[config.mk]
export PLATFORM = sky130hd
export DESIGN_NAME = mult_sequencer
export DESIGN_NICKNAME = d
export VERILOG_FILES = /design/src/rtl/mult_sequencer.sv
export SDC_FILE = /design/constraint.sdc
export NUM_CORES = 1
export LEC_CHECK = 0
export ABC_AREA = 1
export BUFFER_PORTS_ARGS = -buffer_cell sky130_fd_sc_hd__buf_2
export CORE_AREA = 5 5 42 44
export CTS_BUF_LIST = sky130_fd_sc_hd__clkbuf_8
export CTS_CLUSTER_DIAMETER = 60
export DETAILED_ROUTE_END_ITERATION = 6
export DIE_AREA = 0 0 47 49
export PLACE_DENSITY = 0.53
export SYNTH_ARGS = -nofsm -noshare
export SYNTH_HDL_FRONTEND = slang
export SYNTH_SLANG_ARGS = --single-unit
export TNS_END_PERCENT = 10
[constraint.sdc]
create_clock -name Clk -period 2.1 [get_ports Clk]
set_input_delay 0.21 -clock Clk [delete_from_list [all_inputs] [get_ports Clk]]
set_output_delay 0.21 -clock Clk [all_outputs]
set_load 0.03 [all_outputs]
[src/rtl/mult_sequencer.sv]
// Control FSM for the shift-add signed multiplier: clears A/X, runs WIDTH
// add-then-shift iterations (subtracting on the last), then holds the product.
module mult_sequencer #(
   parameter  int WIDTH = 8,
   localparam int CW    = (WIDTH > 1) ? $clog2(WIDTH) : 1
) (
   input  logic          Clk,
   input  logic          Reset,
   input  logic          Run,
   input  logic          ClearA_LoadB,
   input  logic          M,
   output logic          Clr_Ld,
   output logic          ClearA,
   output logic          Add,
   output logic          Sub,
   output logic          Shift,
   output logic          Busy,
   output logic          Done,
   output logic [CW-1:0] Iter
);

   typedef enum logic [2:0] {
      S_IDLE,
      S_CLEAR,
      S_ADD,
      S_SHIFT,
      S_HOLD
   } state_t;

   localparam logic [CW-1:0] LAST = CW'(WIDTH - 1);

   state_t        state, state_next;
   logic [CW-1:0] cnt, cnt_next;
   logic          last;

   always_ff @(posedge Clk) begin
      if (Reset) begin
         state <= S_IDLE;
         cnt   <= '0;
      end else begin
         state <= state_next;
         cnt   <= cnt_next;
      end
   end

   assign last = (cnt == LAST);
   assign Iter = cnt;

   always_comb begin
      state_next = state;
      cnt_next   = cnt;
      Clr_Ld     = 1'b0;
      ClearA     = 1'b0;
      Add        = 1'b0;
      Sub        = 1'b0;
      Shift      = 1'b0;
      Busy       = 1'b0;
      Done       = 1'b0;
      unique case (state)
         S_IDLE: begin
            // Run wins over a concurrent load request
            if (Run) state_next = S_CLEAR;
            else     Clr_Ld     = ClearA_LoadB;
         end
         S_CLEAR: begin
            Busy       = 1'b1;
            ClearA     = 1'b1;
            cnt_next   = '0;
            state_next = S_ADD;
         end
         S_ADD: begin
            Busy = 1'b1;
            // sign bit of the multiplier has negative weight
            if (last) Sub = M;
            else      Add = M;
            state_next = S_SHIFT;
         end
         S_SHIFT: begin
            Busy  = 1'b1;
            Shift = 1'b1;
            if (last) begin
               state_next = S_HOLD;
            end else begin
               cnt_next   = cnt + CW'(1);
               state_next = S_ADD;
            end
         end
         S_HOLD: begin
            Done = 1'b1;
            if (!Run) state_next = S_IDLE;
         end
         default: state_next = S_IDLE;
      endcase
   end

endmodule
After elaboration in Yosys (flattened, before gate mapping) --
Index checks and enable logic that the tools add are counted.
Word-level totals: register bits 6, latch bits 0, RAM bits 0, bits in read-only memories 0, input port bits 5, output and inout port bits 10, memories kept 0
Operators by class: add/subtract/negate cells 1, multipliers 0, divide/modulo/power cells 0, $lt $le $gt $ge 0, equal/unequal tests 8, shift operators 0, multiplexer cells 16, bitwise gates (word level) 0, reduce and logical (&&, ||, !) cells 5
Operators with widths (count):
- 3-bit case mux with 5 select lines | 1
- 3-bit two-way mux | 4
- 1-bit two-way mux | 10
- 3-bit by 2-bit equality test with 1-bit output, second input constant | 2
- 3-bit equality test, second input constant | 2
- 2-bit != test, second input constant | 3
- 3-bit case mux with 2 select lines | 1
- 2-bit AND reduction | 2
- 3-bit by 1-bit adder with 3-bit output, second input constant | 1
- 3-bit by 1-bit equality test with 1-bit output, second input constant | 1
- 3-bit logical NOT | 1
- 3-bit OR reduction | 1
- 2-bit nonzero test | 1

Logic depth before layout (Yosys ltp) --
word-level depth 3, depth in mapped cells 6, gate-level depth less buffers 6

Least setup slack after synthesis --
No wires, ideal clock.
path kind reg2out, start point reg cnt[0], in the netlist Iter[0], end point out Sub, data arrival time 1.712 ns, data required time 1.890 ns, slack 0.178 ns, stages on the path, launching flop included 5, path buffers 0, path through dfxtp_1 > ha_1 > ha_1 > inv_1 > nor3_1
Between the ends: longest elaborated chain between the ends 3
RTL lines:
- from (decl) | line 33 | logic [CW-1:0] cnt, cnt_next;
- from (signal assigned) | line 42 | cnt <= cnt_next;
- 3-bit equality test | line 46 | assign last = (cnt == LAST);
- 1-bit two-way mux | line 74 | if (last) Sub = M;
- 1-bit two-way mux | line 59 | unique case (state)
- to (decl) | line 15 | output logic Sub,
No other way between the ends.

Worst setup path in the final report --
Ends and elaborated chain as after synthesis.

==> qor.yml <==
outcome:
  outcome: "finished clean"
global_routing:
  grt_start_max_net_pins: 8
  grt_pass1_wl_um: 1300
  grt_pass1_vias: 299
  grt_overflow_total: 0
  antenna_found_initial: 0
  track_usage_pct: 8.12
sta:
  finalClockSkew_ns: 0.00220
  fin_tns_setup_ns: 0
  tightestPinTransition_ns: 0.242
  period_needed_ns: 1.66
  drv_slew: 0
  setup_viol: 0
  relSlewSlack_pct: 83.8
  timing.fmax_ghz: 0.601
  period_share_pct: 79.2
  rsz0062_at_grt: "false"
  hold_viol: 0
  whs_ns: 0.234
worst_setup_path:
  cp-end-kind: "output pin"
  startpoint_type: "flip-flop"
  crit_arrival_ns: 1.45
  path_max_fanout: 5
  regToRegSetupSlack_ns: 0.86
  r2r_cells: 6
  worstSetupPathType: "reg -> out"
  cp.required_ns: 1.89
synth:
  synth-seq-cells: 6
  yosysSeqAreaShare_pct: 39.5
  yosys_warnings: 0
  syn-cell-area_um2: 304
  syn_avg_cell_area_um2: 7.24
  ys_types: 11
  synth_cells: 42
  synth_nets: 49
min_path:
  worst_hold_path.num_cells: 2
  hold_path.class: "in -> reg"
final_layout:
  drive_above_1_share_pct: 32.2
  finalInstanceArea_um2: 435
  area_growth_pct: 43.2
  layout_commonest_cell: "buf_2"
  layout_common_cells: "buf_2 (14), nand2_1 (8), dfxtp_1 (6), nand3_1 (6)"
  layout.nets: 68
  n_antenna_cell: 0
  nFillCells: 171
route:
  wire_per_inst_um: 10.2
  avgViaCountPerCell: 4.40
  drt_iter0_drc: 3
  first_pass_iters: 3
  ant_nets: 0
  routed_wl_um: 767
  drc: 0
  num_vias: 330
placement:
  routabilityCongestion: 0.819
  portBuffers: 14
  place_area_um2: 394
  dp_hpwl_um: 569
die:
  die-width_um: 47
  ios: 15
  rows: 14
  initial_utilization_pct: 21.7
  coreArea_mm2: 0.00140
  die_h_um: 49
  die-area_mm2: 0.00230
clock_network:
  clk_pin_slew_ns: 0.04
  cts-hold-fix-buffers: 0
  clkLatencyLatePin_ns: 0.22
  post_cts_resized: 0
  post_cts_buffers: 0
  cts.sinks: 6
  clock_path_buffers: 2
  cts-root-buf: "clkbuf_8"
  htree_levels: 1
  cts_tree: "done"
  cts_made_buffers: 3
power:
  power_leakage_nw: 0.212
  p_per_area_mw_per_mm2: 795
  peakVddDrop_uv: 336
run:
  cap_violations: 0
==> path summary, 6_finish.rpt <==
kind,start,end
setup / recovery,Iter[0],Sub
hold / removal,Reset,Iter[1]
setup reg to reg,Iter[0],Iter[2]
hold reg to reg,Iter[2],Iter[2]
==> stage by stage <==
step	util, %	std cells	worst slack [ns]	total power [mW]
after CTS	31.1	75	0.423	0.354
after detailed placement	28.1	72	0.675	0.172
after floorplan	-	42	0.178	0.156
after global placement	28.1	72	0.702	0.172
after global routing	31.1	75	0.321	0.365
final	31.1	75	0.437	0.346
==> power breakdown <==
group / switching (mW) / total [mW] / leakage [nW] / internal, mW
combinational: 0.0306 / 0.0451 / 0.142 / 0.0145
clock: 0.0530 / 0.176 / 0.0216 / 0.123
sequential: 0.00612 / 0.124 / 0.0488 / 0.118
==> synth_stat cells, drive strengths merged <==
library cell  number  area [µm²]
ha                 2        25.0
nand3              6        30.0
nor3               3        15.0
nor2               6        30.0
o211ai             1        7.51
a21oi              5        25.0
inv                4        15.0
nand2              9        36.3
dfxtp              6         120
==> registers in the layout, indices dropped and copies added (netlist names) <==
name / flops
state: 3
Iter: 3
==> area by class of cell <==
type / instances / area, µm² / area share, %
multi-input cells: 32 / 169 / 38.8
clock buffers: 3 / 41.3 / 9.48
flip-flops and latches: 6 / 120 / 27.6
repair buffers: 14 / 70.1 / 16.1
inverters: 4 / 15.0 / 3.45
well taps: 16 / 20.0 / 4.60
==> cells by family (layout without fill, tap and decap cells) <==
| family | Yosys count | in the layout | share of synthesized area [%] |
|---|---|---|---|
| compound gates | 6 | 6 | 10.7 |
| buf+inv | 4 | 21 | 4.94 |
| fa+ha+maj | 2 | 2 | 8.23 |
| simple gates | 24 | 24 | 36.6 |
| flops | 6 | 6 | 39.5 |
==> critical path: stages, from the launching register on <==
cell,delay [ns]
dfxtp_1,0.36
ha_1,0.16
ha_1,0.22
inv_1,0.09
nor3_1,0.17
buf_2,0.22
==> layer usage <==
metal	part of all wire (%)	GRT usage [%]	up-vias	wire length, µm
met5	0	0	-	0
met4	3.5	8.29	0	27
met3	6.6	3.32	2	51
met2	41	9.73	10	318
met1	48	9.96	141	369
li1	-	-	177	-
Note: power is estimated with default switching activity, not from simulation.
